--- src/rtl/counter_updown_presc.sv ---
// Parametrised up/down counter with [MIN_CNT..MAX_CNT] range, wrap/saturate mode,
// synchronous clear/load and an enable prescaler.
// Optional feature: define CNT_OVF_COUNT_EN to add the saturating terminal-tick counter ovfCntOut.
module counter_updown_presc #(
  parameter int unsigned WIDTH    = 8,
  parameter int unsigned MIN_CNT  = 0,
  parameter int unsigned MAX_CNT  = 255,
  parameter int unsigned LOOP     = 1,
  parameter int unsigned PRESCALE = 1
) (
  input  logic             clkIn,
  input  logic             rstIn,
  input  logic             enIn,
  input  logic             dirIn,
  input  logic             clrIn,
  input  logic             loadIn,
  input  logic [WIDTH-1:0] loadValIn,
  output logic [WIDTH-1:0] cntValOut,
  output logic             cntDoneOut,
`ifdef CNT_OVF_COUNT_EN
  output logic [7:0]       ovfCntOut,
`endif
  output logic             atMaxOut,
  output logic             atMinOut
);

  localparam int unsigned PW = (PRESCALE > 1) ? $clog2(PRESCALE) : 1;
  localparam logic [WIDTH-1:0] MIN_V      = WIDTH'(MIN_CNT);
  localparam logic [WIDTH-1:0] MAX_V      = WIDTH'(MAX_CNT);
  localparam logic [PW-1:0]    PRESC_LAST = PW'(PRESCALE - 1);
  localparam bit               LOOP_EN    = (LOOP != 0);

  // Reject parameter sets that would let the count leave its register range.
  if ((MIN_CNT >= MAX_CNT) || (PRESCALE < 1) ||
      (longint'(MAX_CNT) > ((longint'(1) << WIDTH) - 1))) begin : g_bad_params
    $fatal(1, "counter_updown_presc: invalid parameters");
  end

  logic [WIDTH-1:0] cnt_q, cnt_d;
  logic [PW-1:0]    presc_q, presc_d;
  logic             done_q, done_d;
  logic             tick;

  // Next-state: clear beats load beats tick; terminal values are compared before stepping.
  always_comb begin
    cnt_d   = cnt_q;
    presc_d = presc_q;
    done_d  = 1'b0;
    tick    = enIn && (presc_q == PRESC_LAST);
    if (clrIn) begin
      cnt_d   = MIN_V;
      presc_d = '0;
    end else if (loadIn) begin
      presc_d = '0;
      if (loadValIn < MIN_V)      cnt_d = MIN_V;
      else if (loadValIn > MAX_V) cnt_d = MAX_V;
      else                        cnt_d = loadValIn;
    end else if (enIn) begin
      presc_d = tick ? '0 : presc_q + PW'(1);
      if (tick) begin
        if (!dirIn) begin
          if (cnt_q == MAX_V) begin
            done_d = 1'b1;
            cnt_d  = LOOP_EN ? MIN_V : MAX_V;
          end else begin
            cnt_d  = cnt_q + WIDTH'(1);
          end
        end else begin
          if (cnt_q == MIN_V) begin
            done_d = 1'b1;
            cnt_d  = LOOP_EN ? MAX_V : MIN_V;
          end else begin
            cnt_d  = cnt_q - WIDTH'(1);
          end
        end
      end
    end
  end

  // Count, prescaler phase and terminal pulse registers.
  always_ff @(posedge clkIn or posedge rstIn) begin
    if (rstIn) begin
      cnt_q   <= MIN_V;
      presc_q <= '0;
      done_q  <= 1'b0;
    end else begin
      cnt_q   <= cnt_d;
      presc_q <= presc_d;
      done_q  <= done_d;
    end
  end

`ifdef CNT_OVF_COUNT_EN
  logic [7:0] ovf_q, ovf_d;

  // Saturating count of terminal ticks; load leaves it alone, clear zeroes it.
  always_comb begin
    ovf_d = ovf_q;
    if (clrIn)                          ovf_d = '0;
    else if (done_d && ovf_q != 8'hFF)  ovf_d = ovf_q + 8'd1;
  end

  // Terminal-tick counter register.
  always_ff @(posedge clkIn or posedge rstIn) begin
    if (rstIn) ovf_q <= '0;
    else       ovf_q <= ovf_d;
  end

  assign ovfCntOut = ovf_q;
`endif

  assign cntValOut  = cnt_q;
  assign cntDoneOut = done_q;
  assign atMaxOut   = (cnt_q == MAX_V);
  assign atMinOut   = (cnt_q == MIN_V);

endmodule
--- config.mk ---
export PLATFORM = sky130hd
export DESIGN_NAME = counter_updown_presc
export DESIGN_NICKNAME = d
export VERILOG_FILES = /design/src/rtl/counter_updown_presc.sv
export SDC_FILE = /design/constraint.sdc
export NUM_CORES = 1
export LEC_CHECK = 0
export ABC_AREA = 1
export BUFFER_PORTS_ARGS = -buffer_cell sky130_fd_sc_hd__clkbuf_2
export CORE_MARGIN = 4
export CORE_UTILIZATION = 30
export CTS_CLUSTER_SIZE = 20
export DETAILED_ROUTE_END_ITERATION = 10
export GPL_TIMING_DRIVEN = 0
export MAX_ROUTING_LAYER = met4
export PLACE_DENSITY_LB_ADDON = 0.05
export SYNTH_ARGS = -nofsm -noshare
export SYNTH_HDL_FRONTEND = slang
export SYNTH_SLANG_ARGS = --single-unit
export TNS_END_PERCENT = 100
--- constraint.sdc ---
create_clock -name clkIn -period 1.5 [get_ports clkIn]
set_input_delay 0.3 -clock clkIn [delete_from_list [all_inputs] [get_ports clkIn]]
set_output_delay 0.3 -clock clkIn [all_outputs]
set_load 0.005 [all_outputs]
## Word-level counts from Yosys, hierarchy flattened

Index checks and enable logic that the tools add are counted.

- Bits in registers: 10
- Bits in latches: 0
- RAM bits: 0
- Memory bits (read-only): 0
- Output and inout bits: 11
- Logic and storage cells: 35
- Memories: 0

- $add $sub $neg: 3
- Multiply operators: 0
- Divide/modulo/power cells: 0
- Order comparisons: 2
- Equality and inequality tests: 1
- Shift operators: 0
- Multiplexer cells: 20
- Bitwise gates (word level): 1
- Reductions and logical operators: 5

Operators by type and width:

| operator | count |
|---|---|
| 8-bit 2-to-1 mux | 9 |
| 1-bit 2-to-1 mux | 11 |
| 8-bit by 1-bit adder with 8-bit output, second input constant | 1 |
| 8-bit == test, second input constant | 1 |
| 8-bit greater-than comparator, second input constant | 1 |
| 8-bit logical NOT | 1 |
| 8-bit by 1-bit < comparator with 1-bit output, second input constant | 1 |
| 8-bit by 1-bit subtractor with 8-bit output, second input constant | 1 |
| 3-bit nonzero test | 2 |
| 2-bit AND reduction | 1 |
| 1-bit adder, second input constant | 1 |
| 1-bit logical AND | 1 |
| 1-bit NOT | 1 |

## Depth between registers and ports, before layout

- Depth in word-level cells: 7
- Mapped depth: 11
- Mapped depth without buffers: 11

## Worst setup path before layout

No wires, ideal clock.

- Kind: reg-to-reg
- Start point: reg cnt_q[0], in the netlist cntValOut[0]
- End point: reg cnt_q[6], in the netlist cntValOut[6]
- Setup time: 127 ps
- Data arrival time: 1257 ps
- Data required time: 1373 ps
- Path slack: 116 ps
- Stages on the path, launching flop included: 11
- Buffers on the path: 0
- Period minus slack after synthesis: 1384 ps
- Cell sequence: dfrtp_1 -> inv_1 -> ha_1 -> nand2_1 -> nor2_2 -> nor2_2 -> nand3_1 -> nand2_1 -> nand2_1 -> nand2_1 -> o21ai_0

- Word-level cells in the longest chain between the ends: 7
- Elaborated cells between the ends (all ways): 11
- Those cells by class: add/sub: 2; eq/ne: 1; mux: 7; reduce/logical: 1

RTL lines:

| element | line | source |
|---|---|---|
| from (decl) | 39 | `logic [WIDTH-1:0] cnt_q, cnt_d;` |
| from (signal assigned) | 87 | `cnt_q <= cnt_d;` |
| 8-bit logical NOT | n/a |  |
| via atMinOut | 24 | `output logic atMinOut` |
| 8-bit 2-to-1 mux | 69 | `if (cnt_q == MIN_V) begin` |
| 8-bit 2-to-1 mux | 61 | `if (!dirIn) begin` |
| 8-bit 2-to-1 mux | 60 | `if (tick) begin` |
| 8-bit 2-to-1 mux | 58 | `end else if (enIn) begin` |
| 8-bit 2-to-1 mux | 53 | `end else if (loadIn) begin` |
| 8-bit 2-to-1 mux | 50 | `if (clrIn) begin` |

The timed path passes the listed nets, and every way through them passes these cells. The select of a mux whose other input is x is not followed.
A chain may end at the register's enable or synchronous reset.

## Final worst setup path

- Start point: reg cnt_q[1], in the netlist cntValOut[1]
- End point: out atMaxOut

- Word-level cells in the longest chain between the ends: 1

RTL lines:

| element | line | source |
|---|---|---|
| 8-bit == test | 114 | `assign atMaxOut = (cnt_q == MAX_V);` |
| to (decl) | 23 | `output logic atMaxOut,` |

No other way between the ends.

==> flow_summary.yaml <==
cells_and_area:
  postLayoutCellArea_sq_mm: 0.00130
  fillCellCount: 310
  drive_above_1_share: 0.348
  final_nets: 203
  final_common_cell: "nand2_1"
  multi_input_area_sq_um: 681
  area_growth_pct: 39.5
  final_cell_mix: "49 x nand2_1, 24 x clkbuf_2, 19 x nand3_1"
  fin_util: 0.455
  regArea_sq_um: 254
  antenna_cells: 0
place:
  dpl.hpwl_microns: 2140
  gp_congestion: 0.859
  placedInstanceArea_sq_mm: 0.00109
  pre_cts_slack_ns: -0.119
  numPortBuffers: 24
clocking:
  clock_latency_ns: 0.25
  cts_made_buffers: 3
  hold_buffers: 0
  clkTransAtPathRegs_ns: 0.06
  cts_root_buf: "clkbuf_4"
  cts.sinks: 10
  htree_levels: 1
  cts_tree: "yes"
  clock_path_buffers: 2
logic_synthesis:
  synth-seq-cells: 10
  netlist.area_leader.share: 0.269
  syn_inst: 148
  yosysTopAreaCell: "dfrtp_1"
  ys_types: 22
  netlist_area_sq_um: 931
  synth.yosys.warnings: 0
  syn_nets: 165
  seq_area_frac_synth: 0.269
  ys_top_cells_by_area: "dfrtp_1 27%, nand2_1 22%, nand3_1 11%"
  synth.avg_cell_area_sq_um: 6.29
die:
  coreArea_sq_mm: 0.00285
  dieHeight_microns: 63.7
  die-width_microns: 63.7
  initial_core_util: 0.326
  rows: 19
  ios: 25
  fp.dieArea_sq_mm: 0.00406
hold_path:
  hold_path_class: "in2async"
sta:
  fin_crit_sh: 1.14
  finalWorstSetupSlack_ns: -0.207
  slew_headroom: 0.743
  finalHoldViolCount: 9
  finalSetupViolCount: 8
  finClkSkew_ns: 0.00149
  slew_viol_final: 0
  period_needed_ns: 1.71
  timing.fmax_mhz: 586
  rsz0062_at_grt: "yes"
  tightest_slew_ns: 0.385
  finalSetupTns_ns: -0.636
  whs_ns: -0.00407
worst_setup_path:
  path_cells: "ha_2, nand2_2, nor2_4, nand3_4, nor2_4, clkbuf_2"
  worstPathArrival_ns: 1.41
  reg2reg_depth: 11
  crit_path_frequent_cell: "nor2_4"
  cp_max_fo: 4
  critPathCaptureType: "output port"
  path_class: "reg2out"
  crit_slowest_cell: "dfrtp_1"
  worstPathRequired_ns: 1.20
  critPathMaxStageDelay_ns: 0.41
  critPathLaunchType: "flip-flop"
detailed_routing:
  vias_per_cell: 4.83
  drtIter0Drc: 55
  drt_first_pass_iters: 4
  routed_wl_microns: 2730
  drc_errors: 0
  ant_nets: 0
  wl_per_cell_microns: 12.7
  vias: 1039
grt:
  grt.total_usage: 0.141
  grt_pass1_wl_microns: 4490
  antenna_found_initial: 0
  grt_max_degree: 11
  grt_pass1_vias: 974
  grt_overflow_total: 0
power_and_ir_drop:
  power_uw: 914
  p_leak_uw: 0.000690
  cellPowerDensity_mw_per_mm2: 704
  max-vdd-ir-drop_mv: 0.390
run_status:
  status: "finished, violations left"
  violations: "hold timing, setup timing"
flow_run:
  drv_cap: 0
[critical path, delay by kind of cell (launching register included)]
kind | cells | cell delay, ns
DFF | 1 | 0.41
adders and majority gates | 1 | 0.21
and+or+nand+nor | 4 | 0.42
buffers and inverters | 1 | 0.12
[area by class of cell]
type | instances | area share
Sequential cell | 10 | 0.196
Timing Repair Buffer | 33 | 0.160
Tap cell | 31 | 0.0299
Buffer | 2 | 0.0193
Multi-Input combinational cell | 118 | 0.524
Clock buffer | 3 | 0.0173
Inverter | 18 | 0.0539
[power breakdown]
| part | total [uW] | switching (uW) | internal, uW |
|---|---|---|---|
| clock network | 174 | 81.5 | 92.2 |
| registers | 327 | 36.0 | 291 |
| logic | 413 | 227 | 186 |
[registers in the layout, summed over array words and instances, names as in the netlist]
signal	cells
cntValOut	8
cntDoneOut	1
presc_q	1
[per-layer routing]
layer | up-vias | part of all wire | GRT usage
li1 | 555 | - | -
met1 | 459 | 0.47 | 0.195
met2 | 23 | 0.48 | 0.215
met3 | 2 | 0.044 | 0.0124
met4 | 0 | 0.0048 | 0.0485
met5 | - | 0 | -
[cells by family (layout without fill, tap and decap cells)]
family          Yosys count  after routing  synth area share
compound gates           15             15            0.0860
xor+xnor                  3              3            0.0282
fa+ha+maj                 3              3            0.0403
buf+inv                  20             56            0.0995
flops                    10             10             0.269
simple gates             97             97             0.477
[synth_stat cells (all sizes together)]
master / number
buf: 1
ha: 3
nand2: 56
o21ai: 10
nand3: 22
xor2: 1
dfrtp: 10
a21oi: 3
o22ai: 1
clkbuf: 1
nor2: 14
inv: 18
xnor2: 2
nor4: 1
nand4: 3
o2111ai: 1
and2: 1
[path summary, 6_finish.rpt]
check,from,to,slack [ns]
setup / recovery,cntValOut[1],atMaxOut,-0.21
max in group asynchronous,rstIn,cntValOut[3],1.20
hold reg to reg,presc_q,presc_q,0.52
hold / removal,rstIn,presc_q,-0.004
setup reg to reg,cntValOut[1],cntValOut[0],-0.07
min in group clkIn,enIn,presc_q,0.22
[metrics by stage]
step	hold WS, ns	instances
floorplan	0.140	148
global placement	0.288	203
detailed placement	0.288	203
CTS	0.000807	208
global route	0.0287	215
finish	-0.00407	215
[what timing repair did]
action	4_1_cts	5_1_grt
pin swaps	5	4
endpoints found under the setup margin	8	11
setup buffers	2	7
hold endpoints to repair	0	0
gates resized for setup	7	23
No activity file was read; power rests on OpenSTA's default activity.
